<file path="src/rtl/brushless_commutator.sv">
// Brushless commutation stage: hall sync and per-PWM-period sampling, commutation table, duty, stall
// and rotation-period tracking. Defining REGEN_BRAKE_EN adds the regenerative brake path.
module brushless_commutator #(
    parameter int          STALL_PERIODS = 1024,
    parameter int          PERIOD_W      = 20,
    parameter logic [10:0] BRAKE_DUTY    = 11'h600
) (
    input  logic                clk,
    input  logic                rst,
    input  logic                hallGrn,
    input  logic                hallYlw,
    input  logic                hallBlu,
    input  logic                PWM_synch,
    input  logic [11:0]         drv_mag,
    input  logic                brake_n,
    output logic [1:0]          selGrn,
    output logic [1:0]          selYlw,
    output logic [1:0]          selBlu,
    output logic [10:0]         duty,
    output logic                stall,
    output logic                hall_err,
    output logic [PERIOD_W-1:0] rot_period
);
    localparam int                  SCNT_W     = $clog2(STALL_PERIODS + 1);
    localparam logic [SCNT_W-1:0]   STALL_LAST = SCNT_W'(STALL_PERIODS - 1);
    localparam logic [SCNT_W-1:0]   STALL_FULL = SCNT_W'(STALL_PERIODS);
    localparam logic [PERIOD_W-1:0] COUNT_MAX  = {PERIOD_W{1'b1}};

    function automatic logic hall_ok(input logic [2:0] h);
        return (h != 3'b000) && (h != 3'b111);
    endfunction

    // Packed as {Grn, Ylw, Blu}; 10 forward, 01 reverse, 00 coast.
    function automatic logic [5:0] commutate(input logic [2:0] h);
        logic [5:0] s;
        case (h)
            3'b101:  s = 6'b10_01_00;
            3'b100:  s = 6'b10_00_01;
            3'b110:  s = 6'b00_10_01;
            3'b010:  s = 6'b01_10_00;
            3'b011:  s = 6'b01_00_10;
            3'b001:  s = 6'b00_01_10;
            default: s = 6'b00_00_00;
        endcase
        return s;
    endfunction

    logic [2:0]          sync1_q, sync1_d;
    logic [2:0]          sync2_q, sync2_d;
    logic [2:0]          hall_state_q, hall_state_d;
    logic                upd_q, upd_d;
    logic [11:0]         mag_q, mag_d;
    logic [PERIOD_W-1:0] count_q, count_d;
    logic [PERIOD_W-1:0] rot_period_q, rot_period_d;
    logic [SCNT_W-1:0]   scnt_q, scnt_d;
    logic                stall_q, stall_d;
    logic [5:0]          sel_q, sel_d;
    logic [10:0]         duty_q, duty_d;
    logic                hall_err_q, hall_err_d;
    logic [PERIOD_W-1:0] count_inc;
    logic                hall_change;
    logic                valid_trans;
    logic                brake_req;
    logic                brake_active;

`ifdef REGEN_BRAKE_EN
    logic brake_q, brake_d;

    assign brake_req    = !brake_n;
    assign brake_active = brake_q;

    always_comb begin
        brake_d = brake_q;
        if (PWM_synch) begin
            brake_d = !brake_n;
        end
    end

    always_ff @(posedge clk or posedge rst) begin
        if (rst) begin
            brake_q <= 1'b0;
        end else begin
            brake_q <= brake_d;
        end
    end
`else
    // brake_n has no function in this build.
    logic brake_unused;

    assign brake_req    = 1'b0;
    assign brake_active = 1'b0;
    assign brake_unused = brake_n;
`endif

    // Sampling, transition tracking and stall detection all act on the PWM_synch cycle.
    always_comb begin
        sync1_d      = {hallBlu, hallYlw, hallGrn};
        sync2_d      = sync1_q;
        upd_d        = PWM_synch;
        hall_state_d = hall_state_q;
        mag_d        = mag_q;
        rot_period_d = rot_period_q;
        scnt_d       = scnt_q;
        stall_d      = stall_q;
        count_inc    = (count_q == COUNT_MAX) ? count_q : count_q + PERIOD_W'(1);
        count_d      = count_inc;
        hall_change  = (sync2_q != hall_state_q) && hall_ok(sync2_q);
        valid_trans  = hall_change && hall_ok(hall_state_q);

        if (PWM_synch) begin
            hall_state_d = sync2_q;
            mag_d        = drv_mag;

            // Entering a valid state from an invalid one restarts timing without a measurement.
            if (hall_change) begin
                count_d = '0;
                if (valid_trans) begin
                    rot_period_d = count_inc;
                end
            end

            if (drv_mag == 12'd0) begin
                scnt_d  = '0;
                stall_d = 1'b0;
            end else if (brake_req) begin
                scnt_d = scnt_q;
            end else if (valid_trans) begin
                scnt_d = '0;
            end else if (scnt_q >= STALL_LAST) begin
                scnt_d  = STALL_FULL;
                stall_d = 1'b1;
            end else begin
                scnt_d = scnt_q + SCNT_W'(1);
            end
        end
    end

    // Drive outputs refresh one cycle after the sample so they see the new state.
    always_comb begin
        sel_d      = sel_q;
        duty_d     = duty_q;
        hall_err_d = hall_err_q;

        if (upd_q) begin
            hall_err_d = !hall_ok(hall_state_q);
            if (stall_q) begin
                sel_d  = '0;
                duty_d = '0;
            end else if (brake_active) begin
                sel_d  = 6'b01_01_01;
                duty_d = BRAKE_DUTY;
            end else if (!hall_ok(hall_state_q) || (mag_q == 12'd0)) begin
                sel_d  = '0;
                duty_d = '0;
            end else begin
                sel_d  = commutate(hall_state_q);
                duty_d = 11'h400 + {1'b0, mag_q[11:2]};
            end
        end
    end

    always_ff @(posedge clk or posedge rst) begin
        if (rst) begin
            sync1_q      <= '0;
            sync2_q      <= '0;
            hall_state_q <= '0;
            upd_q        <= 1'b0;
            mag_q        <= '0;
            count_q      <= '0;
            rot_period_q <= '0;
            scnt_q       <= '0;
            stall_q      <= 1'b0;
            sel_q        <= '0;
            duty_q       <= '0;
            hall_err_q   <= 1'b0;
        end else begin
            sync1_q      <= sync1_d;
            sync2_q      <= sync2_d;
            hall_state_q <= hall_state_d;
            upd_q        <= upd_d;
            mag_q        <= mag_d;
            count_q      <= count_d;
            rot_period_q <= rot_period_d;
            scnt_q       <= scnt_d;
            stall_q      <= stall_d;
            sel_q        <= sel_d;
            duty_q       <= duty_d;
            hall_err_q   <= hall_err_d;
        end
    end

    assign selGrn     = sel_q[5:4];
    assign selYlw     = sel_q[3:2];
    assign selBlu     = sel_q[1:0];
    assign duty       = duty_q;
    assign stall      = stall_q;
    assign hall_err   = hall_err_q;
    assign rot_period = rot_period_q;

endmodule
</file>
<file path="config.mk">
export PLATFORM = sky130hd
export DESIGN_NAME = brushless_commutator
export DESIGN_NICKNAME = d
export VERILOG_FILES = /design/src/rtl/brushless_commutator.sv
export SDC_FILE = /design/constraint.sdc
export NUM_CORES = 1
export LEC_CHECK = 0
export ABC_AREA = 1
export BUFFER_PORTS_ARGS = -buffer_cell sky130_fd_sc_hd__buf_2
export CAP_MARGIN = 20
export CORE_MARGIN = 8
export CORE_UTILIZATION = 60
export DETAILED_ROUTE_END_ITERATION = 8
export PLACE_DENSITY_LB_ADDON = 0.05
export SLEW_MARGIN = 15
export SYNTH_ARGS = -nofsm -noshare
export SYNTH_HDL_FRONTEND = slang
export SYNTH_SLANG_ARGS = --single-unit
export TNS_END_PERCENT = 100
</file>
<file path="constraint.sdc">
create_clock -name clk -period 3.9 [get_ports clk]
set_input_delay 0.195 -clock clk [delete_from_list [all_inputs] [get_ports clk]]
set_output_delay 0.195 -clock clk [all_outputs]
set_load 0.05 [all_outputs]
</file>
======== Word-level counts from Yosys, hierarchy flattened ========
Index checks and enable logic that the tools add are counted.
word-level totals
  register bits after elaboration ......... 92
operators by class
  reductions and logical operators ........ 13
  $add $sub $neg .......................... 3
  muxes and demuxes ....................... 14
  equal/unequal tests ..................... 11
  $lt $le $gt $ge ......................... 1
operators by type and width
  kind                                                   number
  two-way mux 20 bit                                     3
  two-way mux 11 bit                                     5
  case mux 6 bit (6 select lines)                        1
  zero test 12 bit                                       2
  adder 20 x 1 -> 20 bit, second input constant          1
  equality test 20 bit, second input constant            1
  two-way mux 6 bit                                      2
  adder 11 x 1 -> 11 bit, second input constant          1
  adder 11 x 10 -> 11 bit, first input constant          1
  >= comparator 11 x 10 -> 1 bit, second input constant  1
  equality test 3 bit, second input constant             3
  equality test 3 x 2 -> 1 bit, second input constant    2
  inequality test 3 bit, second input constant           2
  AND reduction 3 bit                                    2
  nonzero test 3 bit                                     2
  logical AND 1 bit                                      4
  equality test 3 x 1 -> 1 bit, second input constant    1
  two-way mux 1 bit                                      3
  inequality test 3 bit                                  1
  inequality test 2 x 1 -> 1 bit, second input constant  1
  nonzero test 2 bit                                     1
  zero test 1 bit                                        1
  logical OR 1 bit                                       1

======== Logic depth before layout (Yosys ltp) ========
Gate-level depths: netlist of run 1.
  depth in word-level cells ............... 6
  mapped depth ............................ 10
  mapped depth without buffers ............ 10

======== Least setup slack after synthesis of run 1 ========
No wires, ideal clock.
  path type ............................... register -> register
  start point ............................. register count_q[0]
  end point ............................... register rot_period_q[16], in the netlist rot_period[16]
  stages on the path, launching flop included .. 11
  library setup time ...................... 0.065 ns
  path buffers ............................ 1
  arrival time ............................ 1.365 ns
  period minus slack after synthesis ...... 1.430 ns
  path slack .............................. 2.470 ns
  path through ............................ dfrtp_1 > ha_1 > nand2_2 > nor2_4 > nand2_4 > nor2_4 > nand2_4 > buf_6 > nand3_1 > nand2_1 > nand2_1
between the ends
  longest elaborated chain between the ends .. 2
  elaborated cells between the ends (all ways) .. 3
  classes of those cells .................. add/sub (1); eq/ne (1); mux (1)
ends and longest elaborated chain
  what                                                            line  RTL
  start: declaration                                              53    logic [PERIOD_W-1:0] count_q, count_d;
  start signal: assignment                                        182   count_q <= count_d;
  adder 20 x 1 -> 20 bit or equality test 20 bit (tied branches)  105   count_inc = (count_q == COUNT_MAX) ? count_q : count_q + PERIOD_W'(1);
  two-way mux 20 bit *                                            105
  end signal: assignment                                          183   rot_period_q <= rot_period_d;
  end: declaration                                                54    logic [PERIOD_W-1:0] rot_period_q, rot_period_d;
Mark *: on every way between the ends. The rest lies on a longest branch, timed or not.
A chain may end at the register's enable or synchronous reset.

======== Final worst setup path of run 1 ========
  start point ............................. register hall_state_q[2]
  end point ............................... register rot_period_q[16], in the netlist rot_period[16]
between the ends
  longest elaborated chain between the ends .. 4
  elaborated cells between the ends (all ways) .. 7
  classes of those cells .................. eq/ne (2); reduce/logical (5)
ends and longest elaborated chain
  what                                           line     RTL
  start: declaration                             50       logic [2:0] hall_state_q, hall_state_d;
  start signal: assignment                       179      hall_state_q <= hall_state_d;
  inequality test 3 bit (tied with other cells)  107      hall_change = (sync2_q != hall_state_q) && hall_ok(sync2_q);
  logical AND 1 bit, on equally long branches    107, 30
  logical AND 1 bit                              108      valid_trans = hall_change && hall_ok(hall_state_q);
  AND reduction 3 bit (no source line) *         n/a
Marked as above.

==> results of run 1 <==
[per-layer routing]
metal	wire (um)	part of all wire, %	global-route usage [%]
met5	0	0	0
met4	161	1.8	8.804
met3	294	3.2	3.610
met2	4800	53	34.43
met1	3849	42	21.21
[layout make-up]
type                            count  share of cell area, %
Sequential cell                    92                  45.79
Multi-Input combinational cell    390                  36.31
Timing Repair Buffer               62                  6.919
Inverter                           66                  5.002
Clock buffer                       10                  2.539
Tap cell                           99                  2.464
Clock inverter                      6                 0.9706
[path summary, 6_finish.rpt]
check,cells after the start,to,start
hold reg to reg,0,sync2_q[2],sync1_q[2]
setup reg to reg,9,rot_period[16],hall_state_q[2]
max in group asynchronous,4,sel_q[5],rst
min in group asynchronous,3,rot_period[19],rst
setup / recovery,9,rot_period[16],hall_state_q[2]
hold / removal,3,mag_q[0],drv_mag[0]
[worst reg2reg max path, stage by stage (launching register included)]
cell and delay [ns]:
dfrtp_1 0.44, inv_2 0.08, nand2_1 0.06, nand2_1 0.06, nand3_2 0.10, nand3_4 0.20, nor2_4 0.48, inv_2 0.28
nand2_1 0.13, nand2_1 0.06
[flip-flops by register name (all words and copies together) (netlist names)]
signal and count:
stall 1, count_q 20, duty 11, sync2_q 3
scnt_q 11, sync1_q 3, hall_state_q 3, sel_q 6
rot_period 20, mag_q 12, hall_err 1, upd_q 1
[what timing repair did]
action | CTS | global route
hold endpoints to repair | 24 | 0
gates resized for setup | 0 | 0
hold buffers | 4 | 0
setup buffers | 0 | 0
[cells in the final DEF, fill, tap and decap left out, types with 4 or more instances in the layout]
cell type and instances:
inv_1 60, xor2_1 6, dfrtp_1 92, dlygate4sd3_1 4, inv_2 4, nor2_1 39, clkbuf_8 9, o21ai_0 35
nand3_2 8, buf_2 56, o21ai_1 9, nand2_2 4, nand3_1 35, nand4_1 10, nand2_1 212, a31oi_1 5
[power by group through the flow]
| stage | Combinational, W | Sequential (W) | Clock [W] |
|---|---|---|---|
| CTS | 0.000477 | 0.00110 | 0.000599 |
| detailed placement | 0.000473 | 0.00112 | 0 |
| global route | 0.000510 | 0.00111 | 0.000638 |
| finish | 0.000468 | 0.00110 | 0.000586 |
| floorplan | 0.000191 | 0.00129 | 0 |
| global placement | 0.000462 | 0.00112 | 0 |
[through the flow]
step | instances | area, um2 | hold WS, ns | util (%)
floorplan | 565 | 4477 | 0.2264 | -
global placement | 704 | 4791 | 0.3022 | 66.05
detailed placement | 705 | 4811 | 0.1999 | 66.33
CTS | 725 | 5027 | 0.04483 | 69.31
global route | 725 | 5027 | 0.06425 | 69.31
finish | 725 | 5027 | 0.05703 | 69.31
[cells by family (layout without fill, tap and decap cells)]
kind of cell | count (synthesis) | in the layout | share of synthesized area, %
AND/OR/NAND/NOR | 327 | 327 | 32.45
flip-flops | 92 | 92 | 51.43
buffers and inverters | 83 | 144 | 7.798
AO/OA/AOI/OAI | 52 | 52 | 6.009
XOR/XNOR | 9 | 9 | 1.761
adder cells (fa/ha/maj) | 2 | 2 | 0.5589
==> impl_metrics.ini, run 1 <==
[timing]
setup-tns-final_ns = 0
min_period_over_period_pct = 50.53
worstMarginPinSlew_ns = 0.6975
finClkSkew_ns = 0.01415
fin_crit_ns = 1.971
setup_viol = 0
rsz0062_at_grt = false
relSlewSlack_pct = 53.50
drv_slew = 0
setup_ws_ns = 1.930
fmax_mhz = 507.5
hold_viol = 0

[yosys]
ys_ff_latch = 92
synth_commonest_cells = nand2_1 (212), dfrtp_1 (92), inv_1 (61)
yosys_warnings = 0
synth_area_um2 = 4477
synth_fp_nets = 586
async_flop_share_pct = 100.0
postSynthCellCount = 565
synth_top_area_share_pct = 51.43
avgSynthCellArea_um2 = 7.924
synth_most_common_cell = nand2_1
synth_seq_area_share_pct = 51.43
synth_largest_area_cell = dfrtp_1
synth_ff_type = dfrtp_1
synth_edf_count = 0
synth_area_leaders = dfrtp_1 (51%), nand2_1 (18%), inv_1 (5.1%), nand3_1 (3.9%), o21ai_0 (3.9%)
synth_cell_type_count = 34

[global_routing]
grtUsageTotal_pct = 19.10
grt_pass1_wl_um = 15970
grt_max_degree = 46
antenna_found_initial = 0
gr-total-overflow = 0
grt_pass1_vias = 3705

[route]
vias_per_cell = 5.074
drc = 0
wl_um = 9105
firstDrtPassIters = 4
drtIter0Drc = 105
ant_nets = 0
drt-wirelength-per-cell_um = 12.56
vias = 3679

[clock_tree]
tritoncts = yes
clk_path_buf_depth = 2
clk_latency_ns = 0.35
clkTransAtPathRegs_ns = 0.10
cts.sinks = 92
htreeDepth = 3
numCtsBuffers = 9
cts_root_buf = clkbuf_8

[critical_path]
path_max_fanout = 21
crit_path_end_kind = flip-flop
path_cells = inv_2 -> nand2_1 -> nand2_1 -> nand3_2 -> nand3_4 -> nor2_4 -> inv_2 -> nand2_1 -> nand2_1
r2r_slack_ns = 1.93
slowest_stage = nor2_4
cp.required_ns = 4.15
critPathBufInv = 2
start_kind = flip-flop
critPathMaxStageDelay_ns = 0.48
worst-setup-path-type = reg -> reg
path_common_cell = nand2_1
cp.arrival_ns = 2.22
cp_top_family = simple AND/OR/NAND/NOR gates

[worst_hold_path]
min_path_type = in -> reg

[final_layout]
ff_latch_area_um2 = 2302
nFillCells = 621
multi_input_area_um2 = 1826
final_layout_size_suffix_gt1_share_pct = 16.61
num_antenna_cells = 0
area_growth_pct = 12.30
fin_nets = 642

[place]
io_buffers = 56
dpl_worst_slack_ns = 1.695
dpl.hpwl_um = 6665
gp_congestion = 0.9206

[power_and_ir_drop]
p_comb_share_pct = 21.7
internal_power_w = 0.001390
p_total_w = 0.002154
ir_worst_vdd_mv = 0.3301
pwr-share-seq_pct = 51.1
pwr_density_cell_nw_per_um2 = 428.4
switchingPower_w = 0.0007636
p_leak_nw = 2.782
switching_share_pct = 35.46
clkPwrFrac_pct = 27.2

[die]
rows = 31
coreArea_um2 = 7253
io_pins = 58
start_util_pct = 61.72
die_area_um2 = 10480
die_w_um = 102.4
dieHeight_um = 102.4

[run]
drv_cap = 0

[run_status]
status = finished, final reports clean
Note: power is estimated with default switching activity, not from simulation.
==> inputs of run 2 (changes only) <==
--- a/config.mk
+++ b/config.mk
@@ -9,7 +9,7 @@
 export BUFFER_PORTS_ARGS = -buffer_cell sky130_fd_sc_hd__buf_2
 export CAP_MARGIN = 20
 export CORE_MARGIN = 8
-export CORE_UTILIZATION = 60
+export CORE_UTILIZATION = 58
 export DETAILED_ROUTE_END_ITERATION = 8
 export PLACE_DENSITY_LB_ADDON = 0.05
 export SLEW_MARGIN = 15
==> constraint.sdc (replaced) <==
create_clock -name clk -period 1.9 [get_ports clk]
set_input_delay 0.095 -clock clk [delete_from_list [all_inputs] [get_ports clk]]
set_output_delay 0.095 -clock clk [all_outputs]
set_load 0.05 [all_outputs]
==> run 2 against run 1 <==
Net effect: utilization fell by 1.1 points; final area up 3.2%; first-iteration DRC count up 31%; final cell count is 2.6% higher; worst hold slack improved by 0.16 ns; non-clock buffer count is 16 higher; clock power grew 120%; critical endpoint is now rot_period[1].
==> impl_metrics.ini, run 2 (synthesis results as in run 1) <==
[critical_path]
slowest_stage = dfrtp_1
cp.arrival_ns = 1.94
regToRegStartpoint = count_q[0]
reg2reg_to = rot_period[1]
worstSetupStartpoint = count_q[0]
path_cells = ha_1 -> nand2_2 -> nor2_4 -> nand2_4 -> nor2_4 -> nand2_4 -> nand2_1 -> nand2_1 -> nand2_1 -> nand2_1
cp_top_family = simple AND/OR/NAND/NOR gates
start_kind = flip-flop
worst-setup-path-type = reg -> reg
critPathMaxStageDelay_ns = 0.39
path_common_cell = nand2_1
crit_path_end_kind = flip-flop
r2r_slack_ns = 0.21
r2r_cells = 10
cp.depth = 10
worstSetupEndpoint = rot_period[1]
path_max_fanout = 23
cp.required_ns = 2.16
critPathBufInv = 0

[route]
vias = 3705
vias_per_cell = 4.980
wl_um = 9584
drt-wirelength-per-cell_um = 12.88
ant_nets = 0
drtIter0Drc = 138
drc = 0
firstDrtPassIters = 4

[timing]
fin_crit_ns = 1.685
relSlewSlack_pct = 57.81
finClkSkew_ns = 0.008202
setup_ws_ns = 0.2147
drv_slew = 0
min_period_over_period_pct = 88.70
hold_slack_ns = 0.2149
rsz0062_at_grt = false
setup-tns-final_ns = 0
fmax_mhz = 593.4
hold_viol = 0
worstMarginPinSlew_ns = 0.6329
setup_viol = 0

[power_and_ir_drop]
ir_worst_vdd_mv = 0.5128
p_leak_nw = 2.849
pwr_density_cell_nw_per_um2 = 878.1

[final_layout]
final_layout_size_suffix_gt1_share_pct = 16.82
area_growth_pct = 15.87
fin_nets = 658
num_antenna_cells = 0
nFillCells = 665
final_common_cell = nand2_1
final_cell_mix = nand2_1 (212), dfrtp_1 (92), inv_1 (60), buf_2 (56), nor2_1 (39)

[clock_tree]
htreeDepth = 3
cts.sinks = 92
numCtsBuffers = 9
cts_root_buf = clkbuf_8
tritoncts = yes
clkTransAtPathRegs_ns = 0.09
clk_path_buf_depth = 2
clk_latency_ns = 0.36

[place]
dpl_worst_slack_ns = 0.2174
gp_congestion = 0.9046
io_buffers = 56
dpl.hpwl_um = 6648

[global_routing]
grt_pass1_vias = 3810
grtUsageTotal_pct = 19.01
antenna_found_initial = 0
grt_max_degree = 53
grt_pass1_wl_um = 17110
gr-total-overflow = 0

[worst_hold_path]
hold_start = PWM_synch
min_path_type = in -> reg

[die]
start_util_pct = 58.85
dieHeight_um = 103.9
die_w_um = 103.9
io_pins = 58
rows = 32
coreArea_um2 = 7607
die_area_um2 = 10790

[run]
drv_cap = 0

[run_status]
status = finished, final reports clean
## run 2: cell types whose count changed in the layout (fill, tap and decap cells not counted)
cell,previous run,this run
buf_12,1,0
buf_4,1,6
clkinvlp_4,3,5
clkinv_4,1,0
bufinv_16,0,1
inv_6,2,0
dlygate4sd3_1,4,16
## run 2: what timing repair did
item,in CTS,in global routing
endpoints found under the hold margin,107,0
hold buffers,16,0
setup endpoints to repair,0,1
buffers inserted,0,0
gates resized for setup,0,0
## run 2: report_power, final
part | total (W) | internal [W] | switching (W)
sequential | 0.00226 | 0.00213 | 0.000130
combinational | 0.000994 | 0.000254 | 0.000741
clock | 0.00130 | 0.000606 | 0.000691
## run 2: tightest hold or removal path, stage by stage
cell and delay [ns]:
buf_2 0.13, nand3_4 0.20, nand2_1 0.08, inv_1 0.04
## run 2: worst min path at each step
stage | endpoint | slack, ns | cells past startpoint
global placement | sync1_q[1] | 0.20 | 1
global route | count_q[3] | 0.22 | 4
detailed placement | sync1_q[0] | 0.20 | 1
floorplan | sync1_q[0] | 0.13 | 0
finish | count_q[4] | 0.21 | 4
CTS | upd_q | 0.20 | 2
## run 2: per-layer routing
layer,routed length (um),vias up,track usage [%]
li1,-,1900,-
met1,3988,1716,20.76
met2,5044,75,34.97
met3,422,14,4.895
met4,128,0,6.101
met5,0,-,0
## run 2: cell type report
type | count | area, um2 | area share, %
inverters | 66 | 254.0 | 4.896
clock inverters | 6 | 65.06 | 1.254
repair buffers | 78 | 485.5 | 9.358
well taps | 102 | 127.6 | 2.460
multi-input cells | 390 | 1826 | 35.19
flip-flops and latches | 92 | 2302 | 44.38
clock buffers | 10 | 127.6 | 2.460
## run 2: per-stage QoR
stage | util (%) | total power [W] | cell area (um2) | cells
3_3_place_gp | 63.55 | 0.003263 | 4835 | 712
6_report | 68.19 | 0.004555 | 5187 | 744
2_1_floorplan | - | 0.003032 | 4481 | 565
5_1_grt | 68.19 | 0.004796 | 5187 | 744
4_1_cts | 68.19 | 0.004613 | 5187 | 744
3_5_place_dp | 63.55 | 0.003280 | 4835 | 712
